## src/rtl/spi_pkg.sv

```systemverilog
// Shared definitions for the SPI shift register: FSM state encoding, bit-order
// codes and the default frame width.
package spi_pkg;

  typedef enum logic {
    StIdle  = 1'b0,
    StShift = 1'b1
  } state_e;

  localparam logic OrdMsb = 1'b0;
  localparam logic OrdLsb = 1'b1;

  localparam int unsigned DefaultWidth = 8;

endpackage

```

## src/rtl/spi_shr.sv

```systemverilog
// Parametrised SPI shift register with per-frame bit order, split sample/shift
// strobes, bit counter, busy/done status and a received-word holding register.
module spi_shr
  import spi_pkg::*;
#(
  parameter int unsigned WIDTH    = DefaultWidth,
  parameter logic        IDLE_OUT = 1'b1,
  localparam int unsigned CNT_W   = $clog2(WIDTH)
) (
  input  logic             clk_i,
  input  logic             rst_ni,
  input  logic             ld_i,
  input  logic [WIDTH-1:0] ld_data_i,
  input  logic             lsb_first_i,
  input  logic             smp_i,
  input  logic             sh_i,
  input  logic             din_i,
  output logic             dout_o,
  output logic [WIDTH-1:0] dstr_o,
  output logic [WIDTH-1:0] rx_data_o,
  output logic             busy_o,
  output logic             done_o,
  output logic [CNT_W-1:0] bit_cnt_o
);

  localparam logic [CNT_W-1:0] LastBit = CNT_W'(WIDTH - 1);

  state_e           state_q, state_d;
  logic [WIDTH-1:0] dstr_q, dstr_d;
  logic [WIDTH-1:0] rx_q, rx_d;
  logic [CNT_W-1:0] cnt_q, cnt_d;
  logic             busy_q, busy_d;
  logic             done_q, done_d;
  logic             sample_q, sample_d;
  logic             ord_q, ord_d;

  logic             in_bit;
  logic [WIDTH-1:0] shifted;

  // With smp and sh together the live din is used, so tying smp to sh gives
  // the legacy single-strobe behaviour.
  always_comb begin
    in_bit  = smp_i ? din_i : sample_q;
    shifted = (ord_q == OrdLsb) ? {in_bit, dstr_q[WIDTH-1:1]}
                                : {dstr_q[WIDTH-2:0], in_bit};
  end

  always_comb begin
    state_d  = state_q;
    dstr_d   = dstr_q;
    rx_d     = rx_q;
    cnt_d    = cnt_q;
    busy_d   = busy_q;
    done_d   = 1'b0;
    sample_d = sample_q;
    ord_d    = ord_q;

    if (ld_i) begin
      // Load wins over everything, aborting any frame without a done pulse.
      dstr_d  = ld_data_i;
      ord_d   = lsb_first_i;
      cnt_d   = '0;
      busy_d  = 1'b1;
      state_d = StShift;
    end else if (state_q == StShift) begin
      if (smp_i) begin
        sample_d = din_i;
      end
      if (sh_i) begin
        dstr_d = shifted;
        if (cnt_q == LastBit) begin
          rx_d    = shifted;
          busy_d  = 1'b0;
          done_d  = 1'b1;
          cnt_d   = '0;
          state_d = StIdle;
        end else begin
          cnt_d = cnt_q + CNT_W'(1);
        end
      end
    end
  end

  always_ff @(posedge clk_i or negedge rst_ni) begin
    if (!rst_ni) begin
      state_q  <= StIdle;
      dstr_q   <= '0;
      rx_q     <= '0;
      cnt_q    <= '0;
      busy_q   <= 1'b0;
      done_q   <= 1'b0;
      sample_q <= 1'b0;
      ord_q    <= OrdMsb;
    end else begin
      state_q  <= state_d;
      dstr_q   <= dstr_d;
      rx_q     <= rx_d;
      cnt_q    <= cnt_d;
      busy_q   <= busy_d;
      done_q   <= done_d;
      sample_q <= sample_d;
      ord_q    <= ord_d;
    end
  end

  assign dout_o    = busy_q ? ((ord_q == OrdLsb) ? dstr_q[0] : dstr_q[WIDTH-1]) : IDLE_OUT;
  assign dstr_o    = dstr_q;
  assign rx_data_o = rx_q;
  assign busy_o    = busy_q;
  assign done_o    = done_q;
  assign bit_cnt_o = cnt_q;

endmodule

```

## config.mk

```make
export PLATFORM = sky130hd
export DESIGN_NAME = spi_shr
export DESIGN_NICKNAME = d
export VERILOG_FILES = /design/src/rtl/spi_pkg.sv /design/src/rtl/spi_shr.sv
export SDC_FILE = /design/constraint.sdc
export NUM_CORES = 1
export LEC_CHECK = 0
export CAP_MARGIN = 30
export CORE_ASPECT_RATIO = 0.7
export CORE_MARGIN = 2
export CORE_UTILIZATION = 30
export CTS_CLUSTER_SIZE = 28
export DETAILED_ROUTE_END_ITERATION = 8
export GPL_ROUTABILITY_DRIVEN = 0
export SLEW_MARGIN = 20
export SYNTH_ARGS = -nofsm -noshare
export SYNTH_HDL_FRONTEND = slang
export SYNTH_SLANG_ARGS = --single-unit
```

## constraint.sdc

```tcl
create_clock -name clk_i -period 1.9 [get_ports clk_i]
set_input_delay 0.19 -clock clk_i [delete_from_list [all_inputs] [get_ports clk_i]]
set_output_delay 0.19 -clock clk_i [all_outputs]
set_load 0.01 [all_outputs]
```

Yosys cells after proc, flatten, opt, wreduce, memory -nomap -nowiden
Index checks and enable logic that the tools add are counted.
Widths: inputs -> output; s select.
{"block": "totals", "wordCells": 41, "regBits": 24, "output_inout_bits": 22, "in_bits": 15}
{"block": "classes", "eq_ne": 1, "n_mux": 23, "reduce_logical": 7, "bitwise": 1, "n_addsub": 1}
{"op": "$mux 8", "n": 4}
{"op": "$mux 1", "n": 15}
{"op": "$mux 3", "n": 4}
{"op": "$reduce_bool 2->1", "n": 3}
{"op": "$reduce_and 2->1", "n": 2}
{"op": "$reduce_and 4->1", "n": 1}
{"op": "$add 3x1->3 const B", "n": 1}
{"op": "$eq 3x3->1 const B", "n": 1}
{"op": "$reduce_and 3->1", "n": 1}
{"op": "$not 1->1", "n": 1}

Logic depth before layout (Yosys ltp)
{"block": "logic_depth", "depth_word": 5, "depth_mapped": 6, "mapped_depth_nobuf": 5}

Least setup slack after synthesis
OpenSTA, ideal clock, no wires.
{"block": "synth_path", "path_kind": "reg-to-reg", "startpoint": "register cnt_q[0] (netlist: bit_cnt_o[0])", "endpoint": "register rx_q[0] (netlist: rx_data_o[0])", "path_slack_ps": 436, "path_buffers": 0, "path_stages_with_launch": 5, "t_arrival_ps": 1340, "setup_ps": 125, "period_less_slack_ps": 1464, "required_ps": 1775, "path_cell_list": "dfrtp_1 -> ha_1 -> ha_1 -> nand4b_1 -> mux2_2"}
{"block": "synth_via", "elab_chain_len": 2}
{"item": "start, declared", "line_no": "spi_shr.sv:31", "source": "logic [CNT_W-1:0] cnt_q, cnt_d;"}
{"item": "start signal, assigned", "line_no": "spi_shr.sv:98", "source": "cnt_q <= cnt_d;"}
{"item": "$eq 3x3->1", "line_no": "spi_shr.sv:71", "source": "if (cnt_q == LastBit) begin"}
{"item": "$reduce_and 4->1 (no source line)"}
{"item": "end signal, assigned", "line_no": "spi_shr.sv:97", "source": "rx_q <= rx_d;"}
{"item": "end, declared", "line_no": "spi_shr.sv:30", "source": "logic [WIDTH-1:0] rx_q, rx_d;"}
Every way passes these cells.
A chain may end at the register's enable or synchronous reset.

Worst setup path in the final report
{"block": "layout_path", "startpoint": "register dstr_q[0] (netlist: dstr_o[0])", "endpoint": "output port dout_o"}
{"block": "layout_via", "elab_chain_len": 2}
{"item": "start, declared", "line_no": "spi_shr.sv:29", "source": "logic [WIDTH-1:0] dstr_q, dstr_d;"}
{"item": "start signal, assigned", "line_no": "spi_shr.sv:96", "source": "dstr_q <= dstr_d;"}
{"item": "$mux 1 (2 in a row)", "line_no": "spi_shr.sv:106", "source": "assign dout_o = busy_q ? ((ord_q == OrdLsb) ? dstr_q[0] : dstr_q[WIDTH-1]) : IDLE_OUT;"}
{"item": "end, declared", "line_no": "spi_shr.sv:18", "source": "output logic dout_o,"}
Every way passes these cells.

==> metrics <==
setup slack of the critical path after layout between 300 and 400 ps; via count of the first global-routing pass 924; reg2reg end rx_data_o[0]; post-synthesis instance area 1170 um^2; layout cell share with drive strength beyond 1 0.0878; number of warnings reported in the yosys synthesis log 0; final cycle utilization of the critical path 0.840; worst setup skew after layout between 1.5 and 2 ps; share of the synthesized area in the top cell type 0.515; worst hold slack after final layout ~280 ps; HPWL after detailed placement 2170 um; gr usage total 0.136; count of clock tree sinks 24; number of primary I/O pins 37; Placement Cell Area around 1600 um^2; post-CTS setup repair buffer count 0; maximum resistive drop on vdd approximately 0.00035 V; area added between synthesis and finish 40.0%; capturing element type of the critical path primary output; clock root cell sky130_fd_sc_hd__clkbuf_8; clk_lat worst skew roughly 260 ps; cell total after placement between 150 and 200; remaining max-slew budget at the tightest pin 0.717; most frequent cells after synthesis sky130_fd_sc_hd__dfrtp_1 (24), sky130_fd_sc_hd__nand2_1 (18), sky130_fd_sc_hd__a21oi_1 (11), sky130_fd_sc_hd__a21o_1 (9), sky130_fd_sc_hd__mux2i_1 (8); CTS HTree Levels 1; Total Nets Final approximately 170; async set or reset register ratio after synthesis 1.00; register-to-register setup slack 410 ps; Synth area leaders sky130_fd_sc_hd__dfrtp_1 (52%), sky130_fd_sc_hd__mux2i_1 (6.9%), sky130_fd_sc_hd__a21o_1 (5.8%); area enclosed by the die boundary 4410 um^2; fraction of the core area covered by cells at the end of the flow 0.450; final instance area 1630 um^2; Remaining Overflow, GRT 0; shortest period the worst path allows ~1600 ps; first-pass iteration count of the detailed router 4; first-iteration detailed-routing DRC count 40; most repeated cell in the gate-level netlist after synthesis sky130_fd_sc_hd__dfrtp_1; non-filler cells in the finished layout 198; largest fanout on the critical path 4; number of different library cells in the post-synthesis netlist 22; Total Neg Setup Slack 0 ps; instance count of the mapped netlist 111; run status completed; Static Leakage 0.732 nW; CTS Buffer Depth 2; first-pass GRT wire length 4660 um; number of hold buffers added after CTS 0; Total Routed Length 2880 um; total power draw 1.10 mW; initial core utilization 0.322; Std-Cell Rows 18; count of flip-flops with a built-in enable after synthesis 0; actual slew at the worst max-slew pin 413 ps; Gates resized, CTS repair 0; post-route DRC violation count 0; startpoint of the most critical register-to-register path bit_cnt_o[0]; number of nets still failing antenna checks after routing 0; highest achievable clock rate 626 MHz; Reg area 601 um^2; number of max-capacitance violations reported 0; sequential cell area fraction in the yosys report 0.515; Power Density 674 nW/um^2; unrepaired setup endpoints after global routing false; number of antenna violations at the first check in global routing 0; per-cell routed wire length 14.5 um; final setup violation count 0; post-synthesis area per instance 10.5 um^2; largest net degree at the start of global routing 25; placeable core area 3630 um^2; nature of the critical path startpoint flip-flop; class of the most critical hold timing path in2async; Setup CP Type reg2out; multi-input gate area in the final layout roughly 520 um^2; CTS Buf Count 3; horizontal extent of the die around 79 um; via count of the routed design 964; Die Y 56.2 um; data required time at the worst endpoint 1710 ps; Yosys top cell by area sky130_fd_sc_hd__dfrtp_1; arrival time of the worst setup path 1410 ps; clock slew at the register clock pins of the worst setup and hold paths about 80 ps; routed via count divided by cell count around 4.9; ys flop type sky130_fd_sc_hd__dfrtp_1; FF-to-FF path depth 4; layout filler cell count approximately 360; max-slew violation count 0; Fin. Hold Viols 0; diode count 0; Port Buffer Count 36; Setup Slack @ Placement 220 ps; synthesized net count 129; number of storage elements in the synthesis netlist 24; TritonCTS clock tree built
[worst max path at each step]
stage / from / endpoint / cells past startpoint
4_1_cts: dstr_o[0] / dout_o / 3
3_5_place_dp: sh_i / dstr_o[4] / 4
2_1_floorplan: bit_cnt_o[0] / rx_data_o[0] / 4
6_report: dstr_o[0] / dout_o / 3
5_1_grt: dstr_o[0] / dout_o / 3
3_3_place_gp: sh_i / dstr_o[5] / 4
[kinds of logic (layout without fill, tap and decap cells)]
logic type,Yosys count,count (layout),share of synthesized area
compound gates,36,36,0.194
fa+ha+maj,3,3,0.0322
buf+inv,9,46,0.0429
flops,24,24,0.515
mux,11,11,0.0976
simple gates,28,28,0.118
[sequential cells by signal (all words and copies together) (netlist names)]
signal,count
ord_q,1
bit_cnt_o,3
sample_q,1
rx_data_o,8
dstr_o,8
state_q,1
busy_o,1
done_o,1
[cells in the final DEF (no fill, tap or decap), types with 2 or more instances in the layout]
| cell | instances |
|---|---|
| sky130_fd_sc_hd__mux2_2 | 3 |
| sky130_fd_sc_hd__nand3b_1 | 2 |
| sky130_fd_sc_hd__dfrtp_1 | 24 |
| sky130_fd_sc_hd__a21oi_1 | 11 |
| sky130_fd_sc_hd__nor2_1 | 2 |
| sky130_fd_sc_hd__nand2_1 | 18 |
| sky130_fd_sc_hd__mux2i_1 | 8 |
| sky130_fd_sc_hd__clkdlybuf4s50_1 | 36 |
| sky130_fd_sc_hd__a211oi_1 | 7 |
| sky130_fd_sc_hd__o21ai_0 | 7 |
| sky130_fd_sc_hd__buf_4 | 7 |
| sky130_fd_sc_hd__a21o_1 | 9 |
| sky130_fd_sc_hd__clkbuf_8 | 3 |
| sky130_fd_sc_hd__ha_1 | 3 |
[layout make-up]
cell class / instances / area share
sequential: 24 / 0.368
multi-input combinational: 78 / 0.316
timing repair buffer: 43 / 0.253
tap: 50 / 0.0383
clock buffer: 3 / 0.0253
[power by group]
group          switching [mW]  internal [mW]
sequential             0.0328          0.538
clock                   0.155          0.142
combinational           0.104          0.128
[routing by layer]
metal | up-vias | GRT usage | share of wire
li1 | 472 | - | -
met1 | 471 | 0.187 | 0.49
met2 | 19 | 0.205 | 0.45
met3 | 2 | 0.0373 | 0.047
met4 | 0 | 0.0451 | 0.012
met5 | - | 0 | 0
[worst max-delay path: stages (launching register included)]
cell and delay [ps]:
sky130_fd_sc_hd__dfrtp_1 440, sky130_fd_sc_hd__mux2i_1 160, sky130_fd_sc_hd__nand2_1 70, sky130_fd_sc_hd__clkdlybuf4s50_1 470
Power figures use the tool's default switching activity.
